File: src/rtl/rgb_mixer_pkg.sv
// Shared constants, reporter state type and frame byte helper for the
// encoder-level UART reporter.
package rgb_mixer_pkg;

   localparam logic [7:0] SYNC_BYTE   = 8'hA5;
   localparam int         FRAME_BYTES = 5;
   localparam int         UART_BITS   = 10;

   typedef enum logic [1:0] {
      IDLE = 2'd0,
      SEND = 2'd1,
      GAP  = 2'd2
   } rep_state_t;

   // Byte idx of a frame: SYNC, L0, L1, L2, then the XOR checksum.
   function automatic logic [7:0] frame_byte(input logic [2:0] idx,
                                             input logic [7:0] l0,
                                             input logic [7:0] l1,
                                             input logic [7:0] l2);
      logic [7:0] b;
      case (idx)
         3'd0:    b = SYNC_BYTE;
         3'd1:    b = l0;
         3'd2:    b = l1;
         3'd3:    b = l2;
         default: b = l0 ^ l1 ^ l2;
      endcase
      return b;
   endfunction

endpackage

File: src/rtl/enc_uart_reporter_tx_byte.sv
// 8N1 UART byte transmitter. A byte is loaded on start; done pulses in the
// last cycle of the stop bit, and a start in that same cycle chains the next
// byte with no idle time in between.
module uart_tx_byte
   import rgb_mixer_pkg::*;
#(
   parameter int CLK_DIV = 87
) (
   input  logic       clk,
   input  logic       reset,
   input  logic       start,
   input  logic [7:0] data,
   output logic       tx,
   output logic       done
);

   localparam int             BW        = $clog2(CLK_DIV);
   localparam logic [BW-1:0]  BAUD_LAST = BW'(CLK_DIV - 1);
   localparam logic [3:0]     BIT_LAST  = 4'(UART_BITS - 1);

   logic          active_reg;
   logic [BW-1:0] baud_cnt_reg;
   logic [3:0]    bit_idx_reg;
   logic [8:0]    shift_reg;   // {stop, data[7:0]}; bit 0 is the next bit out
   logic          tx_reg;
   logic          bit_end;
   logic          load;

   assign bit_end = active_reg && (baud_cnt_reg == BAUD_LAST);
   assign done    = bit_end && (bit_idx_reg == BIT_LAST);
   assign load    = start && (!active_reg || done);
   assign tx      = tx_reg;

   // Baud counter, bit index and shift register; tx is driven from a flop.
   always_ff @(posedge clk) begin
      if (reset) begin
         active_reg   <= 1'b0;
         baud_cnt_reg <= '0;
         bit_idx_reg  <= '0;
         shift_reg    <= '0;
         tx_reg       <= 1'b1;
      end else if (load) begin
         active_reg   <= 1'b1;
         baud_cnt_reg <= '0;
         bit_idx_reg  <= '0;
         shift_reg    <= {1'b1, data};
         tx_reg       <= 1'b0;
      end else if (active_reg) begin
         if (bit_end) begin
            baud_cnt_reg <= '0;
            if (done) begin
               active_reg  <= 1'b0;
               bit_idx_reg <= '0;
               tx_reg      <= 1'b1;
            end else begin
               bit_idx_reg <= bit_idx_reg + 4'd1;
               tx_reg      <= shift_reg[0];
               shift_reg   <= {1'b1, shift_reg[8:1]};
            end
         end else begin
            baud_cnt_reg <= baud_cnt_reg + BW'(1);
         end
      end
   end

endmodule

File: src/rtl/enc_uart_reporter.sv
// Watches the three encoder levels and, whenever they differ from the last
// reported snapshot, sends SYNC/L0/L1/L2/CHK over an 8N1 UART line followed
// by a forced idle gap.
module enc_uart_reporter
   import rgb_mixer_pkg::*;
#(
   parameter int CLK_DIV  = 87,
   parameter int GAP_BITS = 2
) (
   input  logic       clk,
   input  logic       reset,
   input  logic [7:0] level0,
   input  logic [7:0] level1,
   input  logic [7:0] level2,
   output logic       tx,
   output logic       busy
);

   localparam int            GAP_CYC   = GAP_BITS * CLK_DIV;
   localparam int            GW        = (GAP_CYC > 1) ? $clog2(GAP_CYC) : 1;
   localparam logic [GW-1:0] GAP_LAST  = GW'((GAP_CYC > 0) ? GAP_CYC - 1 : 0);
   localparam logic [2:0]    BYTE_LAST = 3'(FRAME_BYTES - 1);

   rep_state_t    state_reg;
   rep_state_t    state_next;
   logic [23:0]   snapshot_reg;
   logic          init_pending_reg;
   logic [2:0]    byte_idx_reg;
   logic [GW-1:0] gap_cnt_reg;

   logic          changed;
   logic          gap_end;
   logic          last_byte;
   logic          start;
   logic [7:0]    byte_data;
   logic          byte_done;

   assign changed   = init_pending_reg || ({level0, level1, level2} != snapshot_reg);
   assign gap_end   = (gap_cnt_reg == GAP_LAST);
   assign last_byte = (byte_idx_reg == BYTE_LAST);

   uart_tx_byte #(
      .CLK_DIV (CLK_DIV)
   ) u_tx (
      .clk   (clk),
      .reset (reset),
      .start (start),
      .data  (byte_data),
      .tx    (tx),
      .done  (byte_done)
   );

   // State register.
   always_ff @(posedge clk) begin
      if (reset) begin
         state_reg <= IDLE;
      end else begin
         state_reg <= state_next;
      end
   end

   // Next-state logic: levels are only looked at while idle.
   always_comb begin
      state_next = state_reg;
      case (state_reg)
         IDLE: begin
            if (changed) begin
               state_next = SEND;
            end
         end
         SEND: begin
            if (byte_done && last_byte) begin
               state_next = (GAP_BITS == 0) ? IDLE : GAP;
            end
         end
         GAP: begin
            if (gap_end) begin
               state_next = IDLE;
            end
         end
         default: state_next = IDLE;
      endcase
   end

   // Outputs: byte start strobe, byte mux (next byte of the frame) and busy.
   always_comb begin
      start     = 1'b0;
      byte_data = SYNC_BYTE;
      busy      = (state_reg != IDLE);
      case (state_reg)
         IDLE: begin
            start = changed;
         end
         SEND: begin
            if (byte_done && !last_byte) begin
               start     = 1'b1;
               byte_data = frame_byte(byte_idx_reg + 3'd1, snapshot_reg[23:16],
                                      snapshot_reg[15:8], snapshot_reg[7:0]);
            end
         end
         default: ;
      endcase
   end

   // Snapshot is captured only on the edge that launches a frame, so it stays
   // frozen for the whole frame and gap.
   always_ff @(posedge clk) begin
      if (reset) begin
         snapshot_reg     <= '0;
         init_pending_reg <= 1'b1;
      end else if (state_reg == IDLE && changed) begin
         snapshot_reg     <= {level0, level1, level2};
         init_pending_reg <= 1'b0;
      end
   end

   // Byte index within the frame.
   always_ff @(posedge clk) begin
      if (reset || state_reg == IDLE) begin
         byte_idx_reg <= '0;
      end else if (state_reg == SEND && byte_done && !last_byte) begin
         byte_idx_reg <= byte_idx_reg + 3'd1;
      end
   end

   // Post-frame gap counter, running only in GAP.
   always_ff @(posedge clk) begin
      if (reset || state_reg != GAP) begin
         gap_cnt_reg <= '0;
      end else begin
         gap_cnt_reg <= gap_cnt_reg + GW'(1);
      end
   end

endmodule

File: config.mk
export PLATFORM = sky130hd
export DESIGN_NAME = enc_uart_reporter
export DESIGN_NICKNAME = d
export VERILOG_FILES = /design/src/rtl/rgb_mixer_pkg.sv /design/src/rtl/enc_uart_reporter_tx_byte.sv /design/src/rtl/enc_uart_reporter.sv
export SDC_FILE = /design/constraint.sdc
export NUM_CORES = 1
export LEC_CHECK = 0
export BUFFER_PORTS_ARGS = -buffer_cell sky130_fd_sc_hd__buf_4
export CORE_MARGIN = 5
export CORE_UTILIZATION = 25
export CTS_BUF_LIST = sky130_fd_sc_hd__clkbuf_8
export CTS_CLUSTER_DIAMETER = 120
export DETAILED_ROUTE_END_ITERATION = 16
export PLACE_DENSITY_LB_ADDON = 0.25
export SLEW_MARGIN = 15
export SYNTH_ARGS = -nofsm -noshare
export SYNTH_HDL_FRONTEND = slang
export SYNTH_SLANG_ARGS = --single-unit
File: constraint.sdc
create_clock -name clk -period 3.55 [get_ports clk]
set_clock_uncertainty 0.05 [all_clocks]
set_input_delay 0.355 -clock clk [delete_from_list [all_inputs] [get_ports clk]]
set_output_delay 0.355 -clock clk [all_outputs]
set_load 0.02 [all_outputs]
Word level (Yosys, flattened, before mapping)
Index checks and enable logic that the tools add are counted.
{"block": "op_classes", "reduce_logical": 24, "addsub": 4, "bitwise_logic": 2, "n_eq_ne": 15, "muxes": 23}
{"operator": "2-to-1 mux 9 bit", "n": 4}
{"operator": "case mux 8 bit (4 select lines)", "n": 1}
{"operator": "inequality test 24 bit", "n": 1}
{"operator": "2-to-1 mux 8 bit", "n": 2}
{"operator": "XOR 8 bit", "n": 2}
{"operator": "2-to-1 mux 1 bit", "n": 9}
{"operator": "adder 8 x 1 -> 8 bit (second input constant)", "n": 1}
{"operator": "equality test 8 bit (second input constant)", "n": 1}
{"operator": "logical AND 1 bit", "n": 8}
{"operator": "inequality test 2 bit (second input constant)", "n": 4}
{"operator": "adder 7 x 1 -> 7 bit (second input constant)", "n": 1}
{"operator": "equality test 7 bit (second input constant)", "n": 1}
{"operator": "2-to-1 mux 7 bit", "n": 1}
{"operator": "equality test 3 x 2 -> 1 bit (second input constant)", "n": 2}
{"operator": "2-to-1 mux 2 bit", "n": 3}
{"operator": "case mux 2 bit (3 select lines)", "n": 1}
{"operator": "AND reduction 3 bit", "n": 2}
{"operator": "nonzero test 2 bit", "n": 3}
{"operator": "adder 4 x 1 -> 4 bit (second input constant)", "n": 1}
{"operator": "equality test 4 bit (second input constant)", "n": 1}
{"operator": "logical OR 1 bit", "n": 4}
{"operator": "2-to-1 mux 4 bit", "n": 1}
{"operator": "AND reduction 2 bit", "n": 2}
{"operator": "adder 3 x 1 -> 3 bit (second input constant)", "n": 1}
{"operator": "other kinds (10)", "n": 11}
{"block": "totals", "elab_cells": 78, "inputBits": 26, "regBits": 60, "output_inout_bits": 2}

Longest topological paths before layout
{"block": "logic_depth", "ltp_word": 9, "ltp_mapped": 10, "ltp_nobuf": 8}

Hierarchy
From an unflattened synthesis, not the netlist that was laid out.
{"block": "hier_totals", "cells_unflattened": 399, "hier_area_um2": 3606.0}
{"module": "enc_uart_reporter", "area_per_inst_um2": 2326.0, "seq_area_each_um2": 760.7, "cells_per_inst": 257, "instances": 1}
{"module": "uart_tx_byte", "area_per_inst_um2": 1280.0, "seq_area_each_um2": 440.4, "cells_per_inst": 142, "instances": 1}

Least setup slack after synthesis
No wires, ideal clock.
{"block": "synth_timing", "kind": "flip-flop to flip-flop", "from": "register u_tx.bit_idx_reg[0]", "to": "register u_tx.shift_reg[1]", "path_stages_with_launch": 10, "t_required_ns": 3.366, "path_buffers": 2, "period_less_slack_ns": 2.080, "arrival_time_ns": 1.896, "setup_ns": 0.134, "path_slack_ns": 1.470, "path_cell_list": "dfxtp_1 -> ha_1 -> and3b_1 -> buf_2 -> nand3_1 -> a221oi_1 -> o31a_1 -> buf_2 -> a2bb2oi_1 -> a211oi_1"}
{"block": "synth_via", "elab_chain_cells": 8, "word_cells_on_any_way": 14, "classes_between": "eq/ne: 2; mux: 5; reduce/logical: 7"}
{"item": "start, declared", "line_no": "enc_uart_reporter_tx_byte.sv:23", "rtl": "logic [3:0] bit_idx_reg;"}
{"item": "start signal, assigned", "line_no": "enc_uart_reporter_tx_byte.sv:56", "rtl": "bit_idx_reg <= bit_idx_reg + 4'd1;"}
{"item": "equality test 4 bit (*)", "line_no": "enc_uart_reporter_tx_byte.sv:30", "rtl": "assign done = bit_end && (bit_idx_reg == BIT_LAST);"}
{"item": "logical AND 1 bit (*)", "line_no": "enc_uart_reporter_tx_byte.sv:30"}
{"item": "logical AND 1 bit", "line_no": "enc_uart_reporter.sv:95", "rtl": "if (byte_done && !last_byte) begin"}
{"item": "2-to-1 mux 1 bit", "line_no": "enc_uart_reporter.sv:95"}
{"item": "case mux 1 bit (2 select lines)", "line_no": "enc_uart_reporter.sv:90", "rtl": "case (state_reg)"}
{"item": "logical AND 1 bit", "line_no": "enc_uart_reporter_tx_byte.sv:31", "rtl": "assign load = start && (!active_reg || done);"}
{"item": "inequality test 2 x 1 -> 1 bit (no source line) / nonzero test 2 bit (equally long branches)"}
{"item": "AND reduction 3 bit (no source line)"}
{"item": "end signal, assigned", "line_no": "enc_uart_reporter_tx_byte.sv:46", "rtl": "shift_reg <= {1'b1, data};"}
{"item": "end signal, assigned", "line_no": "enc_uart_reporter_tx_byte.sv:58", "rtl": "shift_reg <= {1'b1, shift_reg[8:1]};"}
{"item": "end, declared", "line_no": "enc_uart_reporter_tx_byte.sv:24", "rtl": "logic [8:0] shift_reg;"}
Mark *: on every way between the ends. The rest lies on a longest branch, timed or not.
A chain may end at the register's enable or synchronous reset.

Final worst setup path
{"block": "layout_timing", "from": "register snapshot_reg[8]", "to": "register snapshot_reg[5]"}
{"block": "layout_via", "elab_chain_cells": 3}
{"item": "start, declared", "line_no": "enc_uart_reporter.sv:26", "rtl": "logic [23:0] snapshot_reg;"}
{"item": "start signal, assigned", "line_no": "enc_uart_reporter.sv:112", "rtl": "snapshot_reg <= {level0, level1, level2};"}
{"item": "inequality test 24 bit", "line_no": "enc_uart_reporter.sv:38", "rtl": "assign changed = init_pending_reg || ({level0, level1, level2} != snapshot_reg);"}
{"item": "logical OR 1 bit", "line_no": "enc_uart_reporter.sv:38"}
{"item": "logical AND 1 bit", "line_no": "enc_uart_reporter.sv:111", "rtl": "end else if (state_reg == IDLE && changed) begin"}
Every way passes these cells.

==> results by group <==
Clocking
  – TritonCTS clock tree: yes
  – CTS clk-pin slew, worst paths: 70 ps
  – H-tree level count: 3
  – CTS-repair resized insts: 0
  – CTS Hold Bufs: 0
  – Num Clock Sinks: 60
  – Setup Fix Bufs, Post-CTS: 0
  – Clock Tree Buf Depth: 2
  – Clock root buffer master: clkbuf_8
  – Clock Latency Late Sink: between 300 and 400 ps
  – CTS Buf Count: 9

Worst setup path
  – Delay-heaviest family, CP: simple AND/OR/NAND/NOR gates
  – Worst-path maximum fanout: 13
  – Critical path startpoint category: flip-flop
  – Crit Reg-Reg Startpoint: snapshot_reg[8]
  – CP max stage delay: 610 ps
  – WS Path Type: flip-flop to flip-flop
  – Slowest-stage cell, CP: o21ai_2
  – Reg2Reg Setup Slack: 870 ps
  – Register-to-Register Path Depth: 7
  – Worst R2R End: snapshot_reg[5]
  – Required @ worst endpoint: 3710 ps
  – Buf+Inv Stages, Crit Path: 1
  – Arr. time, crit path: between 2000 and 3000 ps
  – Setup crit end kind: flip-flop
  – Critical path, cell by cell: xor2_1 -> nor4_1 -> nand4_1 -> o21ai_2 -> buf_4 -> mux2i_1 -> nor2_1

Finish
  – Number of diodes: 0
  – Fin area: 0.00378 mm²
  – Layout Area Growth over Synthesis: 19.2%
  – Max FFs per register: 24
  – Finished Layout Cells: roughly 560
  – Share of cells above drive strength 1: 0.134
  – Nets: 420

Logic synthesis
  – Synth unique cells: 44
  – Seq/Total Area, Yosys: 0.378
  – Netlist Area Pre-Place: 0.00317 mm²
  – Post-synth net total: 397
  – Post-synth EDFFs: 0
  – Yosys top cell by area: dfxtp_1
  – Post-Syn Area per Cell: 8.84 µm²
  – Synth Warn #: 0
  – Post-synthesis instance total: ~360
  – Post-synth top area share: 0.378
  – #FFs+latches synth: 60
  – Area contributors post-synth: dfxtp_1 (38%), xor2_1 (9.9%), mux2i_1 (7.6%)
  – Post-synth ARST share: 0
  – Post-synth top flop: dfxtp_1

Place
  – DP Area: 0.00355 mm²
  – # port buffers: 27
  – Gp weighted congestion: 0.780
  – Dpl hpwl: 5180 µm
  – Post-placement cell count: ~540

Die
  – Die Ht: 123 µm
  – Starting Density: 0.254
  – Core box area: 0.0125 mm²
  – Die ar.: 0.0151 mm²
  – I/O pin count: 28
  – # rows: 41
  – Die Width: 123 µm

Detailed routing
  – Post-route antenna net violation count: 0
  – WL/cell: 13.0 µm
  – Final wirelength: 7280 µm
  – Initial drt markers: 114
  – Number of iterations in the first detailed-routing pass: 4
  – Drt drc: 0
  – Via density: 4.55
  – Vias: 2545

Global route
  – Total GRT Usage: 0.105
  – Largest net degree at the start of global routing: 53
  – Total grt overflow: 0
  – Global-route wire length before repair: 12400 µm
  – Vias in the first global route: 2485
  – Initial antenna violation count: 0

Worst hold path
  – Worst Hold End: snapshot_reg[4]
  – Hold Startpoint: level2[4]
  – Hold depth: 3
  – Worst min path class: primary input to flip-flop

Pwr
  – Lkg Pwr: 1.54 nW
  – Total power divided by cell area: 433 mW/mm²
  – Pwr Total: 1.64 mW
  – Worst vdd ir: about 0.25 mV

Timing
  – RSZ-0062 raised after global routing: false
  – Final min period: 2680 ps
  – Slew HR: 0.549
  – Worst slew pin tran: 675 ps
  – Fin. Hold Viols: 0
  – Setup violators final: 0
  – FMAX: 373 MHz
  – Final Cycle Share: 0.755
  – Final setup TNS: 0 ps
  – Fin. max-slew vios: 0

Job
  – Max_cap viols: 0

Status
  – Status: complete, no violations
==> report_power, final <==
part,internal [mW],switching (mW)
clock,0.451,0.285
combinational,0.0886,0.0810
sequential,0.703,0.0318
total,1.24,0.398
==> worst reg2reg max path: stages (launching register included) <==
cell and delay (ps):
dfxtp_1 370, xor2_1 180, nor4_1 380, nand4_1 310, o21ai_2 610, buf_4 370
mux2i_1 220, nor2_1 50
==> worst max path at each step <==
stage / start / to / slack, ps / depth (start not counted)
after floorplan: u_tx.bit_idx_reg[0] / u_tx.shift_reg[1] / 1470 / 9
after global placement: level1[0] / snapshot_reg[3] / 750 / 8
after detailed placement: level1[0] / snapshot_reg[8] / 770 / 8
after CTS: snapshot_reg[8] / snapshot_reg[3] / 840 / 7
after global routing: snapshot_reg[8] / snapshot_reg[5] / 660 / 7
final: snapshot_reg[8] / snapshot_reg[5] / 870 / 7
==> per-stage QoR <==
stage	setup WS, ps	utilization	hold slack (ps)
3_5_place_dp	766	0.284	399
4_1_cts	839	0.302	188
5_1_grt	659	0.302	187
3_3_place_gp	748	0.284	384
2_1_floorplan	1470	-	377
6_report	871	0.302	207
==> metal layers <==
metal | vias to the layer above | part of all wire | global-route usage
met2 | 50 | 0.44 | 0.157
met4 | 0 | 0.011 | 0.0273
met1 | 1189 | 0.50 | 0.139
met3 | 5 | 0.054 | 0.0438
li1 | 1301 | - | -
met5 | - | 0 | 0
==> logic make-up (layout without fill, tap and decap cells) <==
kind of cell,count (synthesis),in the layout,share of synthesized area
AO/OA/AOI/OAI,53,53,0.120
XOR/XNOR,51,51,0.141
adder cells (fa/ha/maj),12,12,0.0473
buffers and inverters,31,59,0.0402
flip-flops,60,60,0.378
multiplexers,25,25,0.0792
AND/OR/NAND/NOR,127,127,0.194
==> cell usage after synthesis (2+ instances only) <==
cell type   n
ha_1       12
or3_1       4
dfxtp_1    60
o22ai_1     9
buf_2       6
a21o_1      2
or4b_1      4
and3b_1     2
o311ai_1    4
nor4bb_1    2
a211oi_1    3
mux2i_1    24
inv_1      12
xor2_1     36
nor3_1      9
nand3b_1    2
a222oi_1    7
nand2_1    22
a21oi_1    14
o21bai_1    3
nand4_1     4
xnor2_1    15
and3_1      2
nor2_1     55
clkbuf_1   11
nand2b_1    2
nor4_1      5
a2bb2oi_1   3
nand3_1     9
o21ai_0     2
==> cells in the final DEF (no fill, tap or decap), types with 3 or more instances in the layout <==
master / instances
a2bb2oi_1: 3
nand2_1: 22
nor4_1: 5
xnor2_1: 15
or3_1: 4
clkbuf_8: 12
inv_1: 12
o22ai_1: 9
o311ai_1: 4
mux2i_1: 24
nand4_1: 4
nor3_1: 9
o21bai_1: 3
ha_1: 12
xor2_1: 36
a222oi_1: 7
a21oi_1: 14
or4b_1: 4
buf_4: 31
nor2_1: 55
a211oi_1: 3
nand3_1: 9
dfxtp_1: 60
==> final cells by class <==
class | instances | area [µm²]
Sequential cell | 60 | 1200
Inverter | 12 | 45.0
Clock inverter | 4 | 70.1
Fill cell | 1357 | 8730
Tap cell | 172 | 215
Clock buffer | 12 | 165
Timing Repair Buffer | 31 | 233
Multi-Input combinational cell | 268 | 1860
Power figures use the tool's default switching activity.
